**src/rtl/ram_arbiter_if.sv**
```systemverilog
// Master-side bus bundle for one port of the two-master RAM arbiter.
// Carries the request/command toward the arbiter and the grant/read return back.
interface ram_arbiter_if #(
    parameter int AW = 5,
    parameter int DW = 32
);
    logic          req;
    logic          wr;
    logic [AW-1:0] addr;
    logic [DW-1:0] wdata;
    logic          grant;
    logic          rvalid;
    logic [DW-1:0] rdata;

    modport master (
        output req, wr, addr, wdata,
        input  grant, rvalid, rdata
    );

    modport slave (
        input  req, wr, addr, wdata,
        output grant, rvalid, rdata
    );
endinterface

```
**src/rtl/ram_arbiter.sv**
```systemverilog
// Round-robin arbiter and sequencer putting two masters onto one single-port RAM.
// A master keeps the RAM for at most BURST beats while the other one waits,
// and read data returned by the RAM one cycle later is steered to its issuer.
module ram_arbiter #(
    parameter int AW    = 5,
    parameter int DW    = 32,
    parameter int BURST = 4
) (
    input  logic          clk,
    input  logic          reset_n,
    ram_arbiter_if.slave  m0,
    ram_arbiter_if.slave  m1,
    output logic          ram_cen,
    output logic          ram_wen,
    output logic [AW-1:0] ram_addr,
    output logic [DW-1:0] ram_din,
    input  logic [DW-1:0] ram_dout
);

    localparam int            CW   = (BURST > 1) ? $clog2(BURST) : 1;
    localparam logic [CW-1:0] CMAX = CW'(BURST - 1);

    typedef enum logic [1:0] {
        IDLE   = 2'd0,
        GRANT0 = 2'd1,
        GRANT1 = 2'd2
    } state_t;

    state_t        state;
    state_t        state_next;
    logic [CW-1:0] cnt;
    logic [CW-1:0] cnt_next;
    logic          last;
    logic          last_next;
    logic          rd_pend;
    logic          rd_owner;

    logic          grant0;
    logic          grant1;
    logic          beat0;
    logic          beat1;
    logic          rvalid0;
    logic          rvalid1;
    logic [DW-1:0] rdata0;
    logic [DW-1:0] rdata1;

    // State register with beat counter and round-robin memory; last=1 lets M0 win the first tie.
    always_ff @(posedge clk or negedge reset_n) begin
        if (!reset_n) begin
            state <= IDLE;
            cnt   <= '0;
            last  <= 1'b1;
        end else begin
            state <= state_next;
            cnt   <= cnt_next;
            last  <= last_next;
        end
    end

    // Next-state: keep the owner while it requests unless the other waits and the cap is hit.
    always_comb begin
        state_next = state;
        cnt_next   = cnt;
        last_next  = last;
        case (state)
            IDLE: begin
                cnt_next = '0;
                if (m0.req && m1.req) begin
                    state_next = last ? GRANT0 : GRANT1;
                end else if (m0.req) begin
                    state_next = GRANT0;
                end else if (m1.req) begin
                    state_next = GRANT1;
                end
            end
            GRANT0: begin
                if (m0.req && (!m1.req || cnt < CMAX)) begin
                    cnt_next = (cnt == CMAX) ? cnt : cnt + CW'(1);
                end else begin
                    cnt_next   = '0;
                    last_next  = 1'b0;
                    state_next = m1.req ? GRANT1 : IDLE;
                end
            end
            GRANT1: begin
                if (m1.req && (!m0.req || cnt < CMAX)) begin
                    cnt_next = (cnt == CMAX) ? cnt : cnt + CW'(1);
                end else begin
                    cnt_next   = '0;
                    last_next  = 1'b1;
                    state_next = m0.req ? GRANT0 : IDLE;
                end
            end
            default: begin
                state_next = IDLE;
                cnt_next   = '0;
            end
        endcase
    end

    // Outputs: Moore grants, RAM command only during a beat, read data gated by its valid.
    always_comb begin
        grant0   = (state == GRANT0);
        grant1   = (state == GRANT1);
        beat0    = grant0 & m0.req;
        beat1    = grant1 & m1.req;
        ram_cen  = 1'b0;
        ram_wen  = 1'b0;
        ram_addr = '0;
        ram_din  = '0;
        if (beat0) begin
            ram_cen  = 1'b1;
            ram_wen  = m0.wr;
            ram_addr = m0.addr;
            ram_din  = m0.wdata;
        end else if (beat1) begin
            ram_cen  = 1'b1;
            ram_wen  = m1.wr;
            ram_addr = m1.addr;
            ram_din  = m1.wdata;
        end
        rvalid0 = rd_pend & ~rd_owner;
        rvalid1 = rd_pend & rd_owner;
        rdata0  = rvalid0 ? ram_dout : '0;
        rdata1  = rvalid1 ? ram_dout : '0;
    end

    // Remember which master issued a read beat so the next cycle's RAM data goes to it.
    always_ff @(posedge clk or negedge reset_n) begin
        if (!reset_n) begin
            rd_pend  <= 1'b0;
            rd_owner <= 1'b0;
        end else begin
            rd_pend  <= (beat0 & ~m0.wr) | (beat1 & ~m1.wr);
            rd_owner <= beat1;
        end
    end

    assign m0.grant  = grant0;
    assign m1.grant  = grant1;
    assign m0.rvalid = rvalid0;
    assign m1.rvalid = rvalid1;
    assign m0.rdata  = rdata0;
    assign m1.rdata  = rdata1;

endmodule
```
**src/flat_wrapper.sv**
```systemverilog
// flat-port wrapper written by rule: the top's interface ports become plain ports
module ram_arbiter_flat 
#(
    parameter int AW    = 5,
    parameter int DW    = 32,
    parameter int BURST = 4
)
  (clk, reset_n, ram_cen, ram_wen, ram_addr, ram_din, ram_dout, m0_req, m0_wr, m0_addr, m0_wdata, m0_grant, m0_rvalid, m0_rdata, m1_req, m1_wr, m1_addr, m1_wdata, m1_grant, m1_rvalid, m1_rdata);
  ram_arbiter_if #(.AW(AW), .DW(DW)) m0_i ();
  ram_arbiter_if #(.AW(AW), .DW(DW)) m1_i ();
  input  logic clk;
  input  logic reset_n;
  output logic ram_cen;
  output logic ram_wen;
  output logic [AW-1:0] ram_addr;
  output logic [DW-1:0] ram_din;
  input  logic [DW-1:0] ram_dout;
  input wire logic [$bits(m0_i.req)-1:0] m0_req;
  input wire logic [$bits(m0_i.wr)-1:0] m0_wr;
  input wire logic [$bits(m0_i.addr)-1:0] m0_addr;
  input wire logic [$bits(m0_i.wdata)-1:0] m0_wdata;
  output wire logic [$bits(m0_i.grant)-1:0] m0_grant;
  output wire logic [$bits(m0_i.rvalid)-1:0] m0_rvalid;
  output wire logic [$bits(m0_i.rdata)-1:0] m0_rdata;
  input wire logic [$bits(m1_i.req)-1:0] m1_req;
  input wire logic [$bits(m1_i.wr)-1:0] m1_wr;
  input wire logic [$bits(m1_i.addr)-1:0] m1_addr;
  input wire logic [$bits(m1_i.wdata)-1:0] m1_wdata;
  output wire logic [$bits(m1_i.grant)-1:0] m1_grant;
  output wire logic [$bits(m1_i.rvalid)-1:0] m1_rvalid;
  output wire logic [$bits(m1_i.rdata)-1:0] m1_rdata;
  assign m0_i.req = m0_req;
  assign m0_i.wr = m0_wr;
  assign m0_i.addr = m0_addr;
  assign m0_i.wdata = m0_wdata;
  assign m0_grant = m0_i.grant;
  assign m0_rvalid = m0_i.rvalid;
  assign m0_rdata = m0_i.rdata;
  assign m1_i.req = m1_req;
  assign m1_i.wr = m1_wr;
  assign m1_i.addr = m1_addr;
  assign m1_i.wdata = m1_wdata;
  assign m1_grant = m1_i.grant;
  assign m1_rvalid = m1_i.rvalid;
  assign m1_rdata = m1_i.rdata;
  ram_arbiter #(.AW(AW), .DW(DW), .BURST(BURST)) u_core (.clk(clk), .reset_n(reset_n), .m0(m0_i), .m1(m1_i), .ram_cen(ram_cen), .ram_wen(ram_wen), .ram_addr(ram_addr), .ram_din(ram_din), .ram_dout(ram_dout));
endmodule
```
**config.mk**
```make
export PLATFORM = sky130hd
export DESIGN_NAME = ram_arbiter_flat
export DESIGN_NICKNAME = d
export VERILOG_FILES = /design/src/rtl/ram_arbiter_if.sv /design/src/rtl/ram_arbiter.sv /design/src/flat_wrapper.sv
export SDC_FILE = /design/constraint.sdc
export NUM_CORES = 1
export LEC_CHECK = 0
export ABC_CLOCK_PERIOD_IN_PS = 1960
export CORE_AREA = 2 2 86 88
export DETAILED_ROUTE_END_ITERATION = 8
export DIE_AREA = 0 0 88 90
export GPL_TIMING_DRIVEN = 0
export HOLD_SLACK_MARGIN = 0.02
export PLACE_DENSITY = 0.81
export SLEW_MARGIN = 20
export SYNTH_ARGS = -nofsm -noshare
export SYNTH_HDL_FRONTEND = slang
export SYNTH_SLANG_ARGS = --single-unit
```
**constraint.sdc**
```tcl
create_clock -name clk -period 1.96 [get_ports clk]
set_input_delay 0.392 -clock clk [delete_from_list [all_inputs] [get_ports clk]]
set_output_delay 0.392 -clock clk [all_outputs]
set_load 0.01 [all_outputs]
```
==> results of run 1 <==
## what timing repair did
action,CTS,global route
resized for setup,247,54
pin swaps,9,6
endpoints found under the setup margin,105,75
hold buffers,0,0
cloned,3,0
buffers inserted,17,4
## placed cells by master, fill, tap and decap left out, types with 2 or more instances in the layout
cell	n
o32ai_2	2
clkbuf_4	2
clkdlybuf4s15_1	15
o21ai_0	2
diode_2	2
dlygate4sd2_1	29
and2_1	33
and3_1	33
buf_2	34
dlymetal6s2s_1	16
nand2b_1	4
nand2_1	3
buf_4	21
inv_1	2
clkbuf_2	5
dfrtp_2	2
ha_4	2
ha_1	2
buf_16	2
dfrtp_1	4
clkdlybuf4s50_1	115
buf_6	10
clkbuf_8	6
a21oi_1	2
a22o_1	39
buf_8	4
inv_2	2
## worst register-to-register path, delay by kind of cell (launching register included)
family / cells / cell delay [ns]
flops: 1 / 0.41
buf+inv: 3 / 0.34
simple gates: 1 / 0.08
fa+ha+maj: 1 / 0.17
compound gates: 2 / 0.53
## flip-flops by register name (all words and copies together), names as in the netlist
name	cells
u_core.cnt	2
u_core.last	1
u_core.rd_owner	1
u_core.rd_pend	1
u_core.state	2
## stage by stage
| stage | std cells | setup WS, ns | total power (W) |
|---|---|---|---|
| 6_report | 508 | -0.2219 | 0.002373 |
| 5_1_grt | 506 | -0.2685 | 0.002528 |
| 3_3_place_gp | 481 | -0.7585 | 0.001958 |
| 3_5_place_dp | 481 | -0.7848 | 0.001979 |
| 2_1_floorplan | 164 | 0.06468 | 0.001041 |
| 4_1_cts | 503 | -0.2044 | 0.002306 |
## area by class of cell
cell class,instances,share of cell area
well taps,99,0.03230
inverters,4,0.003915
clock buffers,4,0.01175
multi-input cells,135,0.2750
plain buffers,15,0.04437
diodes,2,0.001305
flip-flops and latches,7,0.04666
repair buffers,242,0.5847
## report_power, final
part | switching, W | total, W | internal (W)
Sequential | 0.0000593 | 0.000253 | 0.000194
Combinational | 0.000808 | 0.00191 | 0.00110
Clock | 0.0000671 | 0.000208 | 0.000141
Total | 0.000935 | 0.00237 | 0.00144
## path summary, 6_finish.rpt
kind                                             start                     endpoint  slack (ns)  depth (start not counted)
setup / recovery           u_core.state[1]$_DFFE_PN0P_                  ram_din[23]       -0.22                          9
hold / removal                                 reset_n  u_core.state[1]$_DFFE_PN0P_        0.43                          1
setup reg to reg           u_core.state[1]$_DFFE_PN0P_  u_core.state[1]$_DFFE_PN0P_        0.34                          7
hold reg to reg                u_core.last$_DFFE_PN1P_      u_core.last$_DFFE_PN1P_        0.49                          2
max in group asynchronous                      reset_n      u_core.last$_DFFE_PN1P_        1.24                          1
min in group clk               u_core.last$_DFFE_PN1P_      u_core.last$_DFFE_PN1P_        0.49                          2
## kinds of logic after synthesis
kind of cell,Yosys count
compound gates,50
fa+ha+maj,4
buf+inv,22
flops,7
mux,1
simple gates,80
## per-layer routing
metal  track usage  up-vias  wire, um
met5             0        -         0
met4       0.02692        0       131
met2        0.3479       98      4127
li1              -     1101         -
met1        0.2054     1027      3112
met3       0.05418       12       693
==> flow_summary.ini, run 1 <==
[status]
status = complete, but fails checks
violations = negative setup slack

[placement]
io_buffers = 218
placed_area_mm2 = 0.003621
dp_hpwl_um = 6511
globalplace.congestion = 0.8797

[yosys]
ys_warn_count = 0
yosysMostFrequentCell = a22o_1
synth-async-reset-ratio = 1.000
synth_fp_nets = 280
ys_types = 28
avgSynthCellArea_um2 = 8.018
ys.flop_type = dfrtp_1
ys_ff_latch = 7
synth_top_family_by_area = simple AND/OR/NAND/NOR gates
ys_seq_area_frac = 0.1342
synth.top_cell.area_share = 0.2598
synth.area.top_cells = a22o_1, and2_1, and3_1, dfrtp_1, buf_6
synth_compound_area_frac = 0.3444
yosys.area_share.simple = 0.3777
yosys.area_share.adder = 0.03806
netlist_instances = 164
synth_common_cells = a22o_1, and2_1, and3_1, clkbuf_1, dfrtp_1
muxShareOfSynthArea = 0.007612
synth_xor_xnor_area_share = 0
synth_edf_count = 0
yosysTopAreaCell = a22o_1
synth_area_mm2 = 0.001315

[power]
max-vdd-ir-drop_mv = 0.6642
p_leak_nw = 2.236
pwr_density_cell_mw_per_mm2 = 618.9

[route]
drt_first_iter_violations = 29
drt-pass1-iter-count = 4
routedWlPerCell_um = 15.88
drt-total-wl_um = 8065
via_count = 2238
vias_per_cell = 4.406
drc = 0
drtAntennaViolNets = 0

[timing]
post-route-period-util = 1.113
slew_viol_final = 0
slew-limit-headroom = 0.7647
setup_viol = 38
grt_setup_unrepaired = true
hold_viol_final = 0
min_period_ns = 2.182
max_freq_ghz = 0.4583
tns_ns = -5.965
timing.hold.ws_ns = 0.4295
layout_setup_ws_ns = -0.2219
clock_skew_ns = 0.002155
tightestPinTransition_ns = 0.3521

[die]
fp.dieW_um = 88
dieArea_mm2 = 0.007920
num_io_pins = 219
initial_core_util = 0.1873
core_mm2 = 0.007020
fp.dieH_um = 90
rows = 31

[cells_and_area]
utilization = 0.5462
multiInputGateArea_mm2 = 0.001055
drive_above_1_share = 0.2457
register_area_um2 = 178.9
area_growth_pct = 191.6
finalNetCount = 524
final_cell_area_mm2 = 0.003835
fill_cells = 661

[run]
maxCapViolCount = 0

[worst_setup_path]
cp_slowest_cell = dfrtp_1
start_kind = flip-flop
crit_path_max_fanout = 6
cpLargestDelayFamily = buffers and inverters
worstSetupPathType = flip-flop to primary output
cp.arrival_ns = 1.79
worst_setup_path_end_kind = primary output
critPathMaxStageDelay_ns = 0.41
critPathBufInv = 5
critPathRequiredTime_ns = 1.57
cp_cell_sequence = inv_2 > ha_4 > and2_4 > nor2_4 > buf_6 > buf_12 > buf_8 > a22o_1 > buf_2

[clock_network]
cts_tree = done
clk_path_buf_depth = 2
root_buffer = clkbuf_8
h-tree-depth = 1
path_clk_slew_ns = 0.04
cts_num_sinks = 7
cts_buffers = 3
insertion_delay_ns = 0.23

[grt]
grt_usage = 0.1855
grt-ovfl-total = 0
grt_pass1_vias = 2185
grt_max_degree = 12
grt_pass1_wl_um = 11660
antenna_found_initial = 2

[worst_hold_path]
hold_class = input pin to asynchronous set/reset pin
Power figures use the tool's default switching activity.
==> run 2: changes to the inputs <==
--- a/config.mk
+++ b/config.mk
@@ -12,6 +12,7 @@
 export GPL_TIMING_DRIVEN = 0
 export HOLD_SLACK_MARGIN = 0.02
 export PLACE_DENSITY = 0.81
+export SETUP_SLACK_MARGIN = 0.05
 export SLEW_MARGIN = 20
 export SYNTH_ARGS = -nofsm -noshare
 export SYNTH_HDL_FRONTEND = slang
==> flow_summary.ini, run 2 (same netlist as run 1, synthesis figures left out) <==
[timing]
clock_skew_ns = 0.002361
grt_setup_unrepaired = true
tightestPinTransition_ns = 0.3521
layout_setup_ws_ns = -0.2066
setup_viol = 38
min_period_ns = 2.167
max_freq_ghz = 0.4615
timing.hold.ws_ns = 0.4287
slew_viol_final = 0
slew-limit-headroom = 0.7648
post-route-period-util = 1.105
hold_viol_final = 0

[clock_network]
clk_path_buf_depth = 2
cts_hold_buf = 0
root_buffer = clkbuf_8
cts_tree = done
path_clk_slew_ns = 0.04
h-tree-depth = 1
cts_num_sinks = 7
insertion_delay_ns = 0.23
cts_buffers = 3

[route]
drc = 0
drt-total-wl_um = 8128
drt_first_iter_violations = 37
via_count = 2240
drtAntennaViolNets = 0
vias_per_cell = 4.392
routedWlPerCell_um = 15.94
drt-pass1-iter-count = 4

[status]
violations = negative setup slack
status = complete, but fails checks

[grt]
grt_pass1_wl_um = 11750
grt_usage = 0.1868
grt_max_degree = 12
antenna_found_initial = 2
grt_pass1_vias = 2193
grt-ovfl-total = 0

[worst_setup_path]
cp_cell_sequence = inv_2 > ha_4 > and2_4 > nor2_4 > buf_6 > buf_12 > buf_8 > a22o_1 > buf_2
cpLargestDelayFamily = buffers and inverters
worstSetupPathType = flip-flop to primary output
regToRegSetupSlack_ns = 0.35
crit_path_max_fanout = 6
cp.arrival_ns = 1.77
worst_setup_path_end_kind = primary output
cp_slowest_cell = dfrtp_1
critPathMaxStageDelay_ns = 0.40
critPathBufInv = 5
critPathRequiredTime_ns = 1.57
start_kind = flip-flop

[power]
max-vdd-ir-drop_mv = 0.6636
power.total_w = 0.002365
power_frac_seq = 0.104
p_leak_nw = 2.033
clockPowerShare = 0.088
p_switching_w = 0.0009382
p_comb_frac = 0.808
pwr_density_cell_mw_per_mm2 = 638.3
switching_share = 0.3967
intPower_w = 0.001427

[placement]
dp.cells = 481
globalplace.congestion = 0.8797
dp_hpwl_um = 6511
dp_slack_ns = -0.7848
io_buffers = 218
placed_area_mm2 = 0.003621

[cells_and_area]
fin_cells = 510
final_cell_area_mm2 = 0.003705
area_growth_pct = 181.7
mostFrequentLayoutCells = clkdlybuf4s50_1, dlygate4sd2_1, a22o_1, buf_2
layout_commonest_cell = clkdlybuf4s50_1
largest_registers = u_core.cnt: 2 flops, u_core.state: 2 flops
drive_above_1_share = 0.2934
finalNetCount = 526

[die]
dieArea_mm2 = 0.007920
fp.dieW_um = 88
core_mm2 = 0.007020
num_io_pins = 219
fp.dieH_um = 90
initial_core_util = 0.1873
rows = 31

[worst_hold_path]
hold_class = input pin to asynchronous set/reset pin

[run]
maxCapViolCount = 0
[run 2: per-layer routing]
| layer | up-vias | track usage | share of wire |
|---|---|---|---|
| li1 | 1106 | - | - |
| met1 | 1019 | 0.2071 | 0.38 |
| met2 | 103 | 0.3497 | 0.51 |
| met3 | 12 | 0.05418 | 0.086 |
| met4 | 0 | 0.02821 | 0.017 |
| met5 | - | 0 | 0 |
[run 2: metrics by stage]
stage                     TNS (ns)    util
after detailed placement    -33.17  0.5158
final                       -5.574  0.5277
after CTS                   -4.767  0.5356
after global routing        -7.761  0.5270
after floorplan                  0       -
after global placement      -32.81  0.5158
[run 2: repair_timing]
item,4_1_cts,5_1_grt
hold endpoints to repair,0,0
buffers inserted,19,4
gates resized for setup,294,32
gates cloned,3,0
setup endpoints to repair,107,68
pin swaps,9,6
[run 2: power groups by stage]
stage          Clock [W]  Sequential (W)  Combinational [W]
6_report        0.000208        0.000245            0.00191
3_5_place_dp           0        0.000241            0.00174
2_1_floorplan          0        0.000227           0.000814
3_3_place_gp           0        0.000240            0.00172
4_1_cts         0.000213        0.000245            0.00187
5_1_grt         0.000223        0.000252            0.00205
[run 2: layout make-up]
cell class	count	area [um^2]
Buffer	15	167.7
Sequential cell	7	178.9
Tap cell	99	123.9
Antenna cell	2	5.005
Clock buffer	4	45.04
Inverter	4	15.01
Fill cell	678	3316
Multi-Input combinational cell	135	1055
Timing Repair Buffer	244	2115
[run 2: worst reg2reg max path, stage by stage, from the launching register on]
cell and delay (ns):
dfrtp_1 0.40, buf_6 0.14, ha_4 0.17, nand2_4 0.08, buf_4 0.12, inv_1 0.08
a22o_1 0.26, o32ai_2 0.27
[run 2: final timing paths]
kind	startpoint	end	cells after the start
setup reg to reg	u_core.state[1]$_DFFE_PN0P_	u_core.state[1]$_DFFE_PN0P_	7
max in group asynchronous	reset_n	u_core.last$_DFFE_PN1P_	1
hold reg to reg	u_core.last$_DFFE_PN1P_	u_core.last$_DFFE_PN1P_	2
min in group clk	u_core.last$_DFFE_PN1P_	u_core.last$_DFFE_PN1P_	2
setup / recovery	u_core.state[1]$_DFFE_PN0P_	ram_din[23]	9
hold / removal	reset_n	u_core.state[1]$_DFFE_PN0P_	1
==> run 3: changes to the inputs <==
--- a/config.mk
+++ b/config.mk
@@ -7,6 +7,7 @@
 export LEC_CHECK = 0
 export ABC_CLOCK_PERIOD_IN_PS = 1960
 export CORE_AREA = 2 2 86 88
+export CTS_BUF_LIST = sky130_fd_sc_hd__clkbuf_4
 export DETAILED_ROUTE_END_ITERATION = 8
 export DIE_AREA = 0 0 88 90
 export GPL_TIMING_DRIVEN = 0
==> flow_summary.ini, run 3 (same netlist as run 1, synthesis figures left out) <==
[status]
status = complete, but fails checks
violations = negative setup slack

[grt]
grt_pass1_wl_um = 11890
grt_max_degree = 12
grt_pass1_vias = 2210
grt-ovfl-total = 0
grt_usage = 0.1892
met3_usage = 0.05693
antenna_found_initial = 2
met2_usage = 0.3479
busiest_layer = met2
use_met1 = 0.2104

[worst_setup_path]
ff2ff_path_depth = 7
worst_setup_path_end_kind = primary output
start_kind = flip-flop
r2r_start = u_core.state[1]$_DFFE_PN0P_
critPathRequiredTime_ns = 1.57
cp_cell_sequence = inv_2 > ha_4 > and2_4 > nor2_4 > buf_6 > buf_12 > buf_8 > a22o_1 > buf_2
r2r_end = u_core.state[1]$_DFFE_PN0P_
critPathMaxStageDelay_ns = 0.40
cp.arrival_ns = 1.82
regToRegSetupSlack_ns = 0.35
worstSetupPathType = flip-flop to primary output
cp_slowest_cell = dfrtp_1
crit_path_max_fanout = 6

[power]
p_switching_w = 0.0009523
intPower_w = 0.001443
p_comb_frac = 0.834
pwr_density_cell_mw_per_mm2 = 637.2
max-vdd-ir-drop_mv = 0.6874
p_leak_nw = 2.061
clockPowerShare = 0.064
power.total_w = 0.002395
switching_share = 0.3976
power_frac_seq = 0.103

[die]
fp.dieW_um = 88
fp.dieH_um = 90
dieArea_mm2 = 0.007920
initial_core_util = 0.1873
core_mm2 = 0.007020
rows = 31
num_io_pins = 219

[clock_network]
path_clk_slew_ns = 0.06
clk_path_buf_depth = 2
cts_num_sinks = 7
cts_buffers = 3
cts_tree = done
h-tree-depth = 1
root_buffer = clkbuf_4
cts_hold_buf = 0
insertion_delay_ns = 0.26

[route]
via_count = 2283
drt_first_iter_violations = 38
drc = 0
vias_per_cell = 4.459
routedWlPerCell_um = 16.10
drt-pass1-iter-count = 4
drt-total-wl_um = 8243
drtAntennaViolNets = 0

[cells_and_area]
finalNetCount = 528
layout_commonest_cell = clkdlybuf4s50_1
drive_above_1_share = 0.3698
utilization = 0.5354
fill_cells = 677
largest_registers = u_core.cnt: 2 flops, u_core.state: 2 flops
mostFrequentLayoutCells = clkdlybuf4s50_1, buf_2, a22o_1, and3_1, dlygate4sd2_1
area_growth_pct = 185.8

[timing]
timing.hold.ws_ns = 0.3897
grt_setup_unrepaired = true
slew_viol_final = 0
setup_viol = 38
post-route-period-util = 1.129
tightestPinTransition_ns = 0.3522
max_freq_ghz = 0.4520
layout_setup_ws_ns = -0.2523
min_period_ns = 2.212
hold_viol_final = 0
slew-limit-headroom = 0.7647
clock_skew_ns = 0.007056

[placement]
io_buffers = 218
dp_hpwl_um = 6511
globalplace.congestion = 0.8797

[run]
maxCapViolCount = 0

[worst_hold_path]
hold_class = input pin to asynchronous set/reset pin
[run 3: changes by cell type in the layout (fill, tap and decap cells not counted), moves of 5 or more]
cell / delta
clkdlybuf4s15_1: -5
buf_6: +16
clkbuf_2: -9
buf_2: +17
dlygate4sd2_1: -11
and2_1: -12
and2_4: +12
[run 3: worst max-delay path by stage]
stage / start / end / slack (ns) / cells past startpoint
2_1_floorplan: u_core.state[1]$_DFFE_PN0P_ / ram_din[21] / 0.06 / 7
5_1_grt: u_core.state[1]$_DFFE_PN0P_ / ram_din[17] / -0.33 / 9
4_1_cts: u_core.state[1]$_DFFE_PN0P_ / ram_din[23] / -0.25 / 9
3_5_place_dp: m0_req / ram_din[23] / -0.78 / 8
6_report: u_core.state[1]$_DFFE_PN0P_ / ram_din[23] / -0.25 / 9
3_3_place_gp: m0_req / ram_din[23] / -0.76 / 8
[run 3: worst max-delay path: cells and delay by family (launching register included)]
family          cells  cell delay [ns]
flops               1             0.40
fa+ha+maj           1             0.15
simple gates        2             0.20
buf+inv             5             0.61
compound gates      1             0.19
[run 3: area by class of cell]
class / instances / area [um^2] / area share
diodes: 2 / 5.005 / 0.001332
plain buffers: 13 / 153.9 / 0.04095
clock buffers: 4 / 30.03 / 0.007989
inverters: 4 / 15.01 / 0.003995
multi-input cells: 135 / 1085 / 0.2886
flip-flops and latches: 7 / 178.9 / 0.04760
well taps: 99 / 123.9 / 0.03296
repair buffers: 248 / 2167 / 0.5766
[run 3: repair_timing]
action	in CTS	in global routing
setup endpoints to repair	107	78
pin swaps	9	15
buffers inserted	19	6
gates cloned	3	2
gates resized for setup	351	66
[run 3: power groups by stage]
| stage | combinational (W) | sequential [W] | clock, W |
|---|---|---|---|
| finish | 0.00200 | 0.000246 | 0.000152 |
| global route | 0.00213 | 0.000254 | 0.000171 |
| CTS | 0.00187 | 0.000244 | 0.000158 |
| detailed placement | 0.00174 | 0.000241 | 0 |
| global placement | 0.00172 | 0.000240 | 0 |
| floorplan | 0.000814 | 0.000227 | 0 |
[run 3: per-layer routing]
layer,part of all wire,routed length [um]
met5,0,0
met2,0.51,4205
met4,0.020,163
met3,0.087,717
met1,0.38,3157
[run 3: per-stage QoR]
step           worst slack (ns)  instance area (um^2)  setup TNS, ns  std cells
4_1_cts                 -0.2452                  3680         -6.292        505
3_5_place_dp            -0.7848                  3621         -33.17        481
3_3_place_gp            -0.7585                  3621         -32.81        481
2_1_floorplan           0.06468                  1315              0        164
5_1_grt                 -0.3271                  3754         -10.03        510
6_report                -0.2523                  3759         -7.283        512
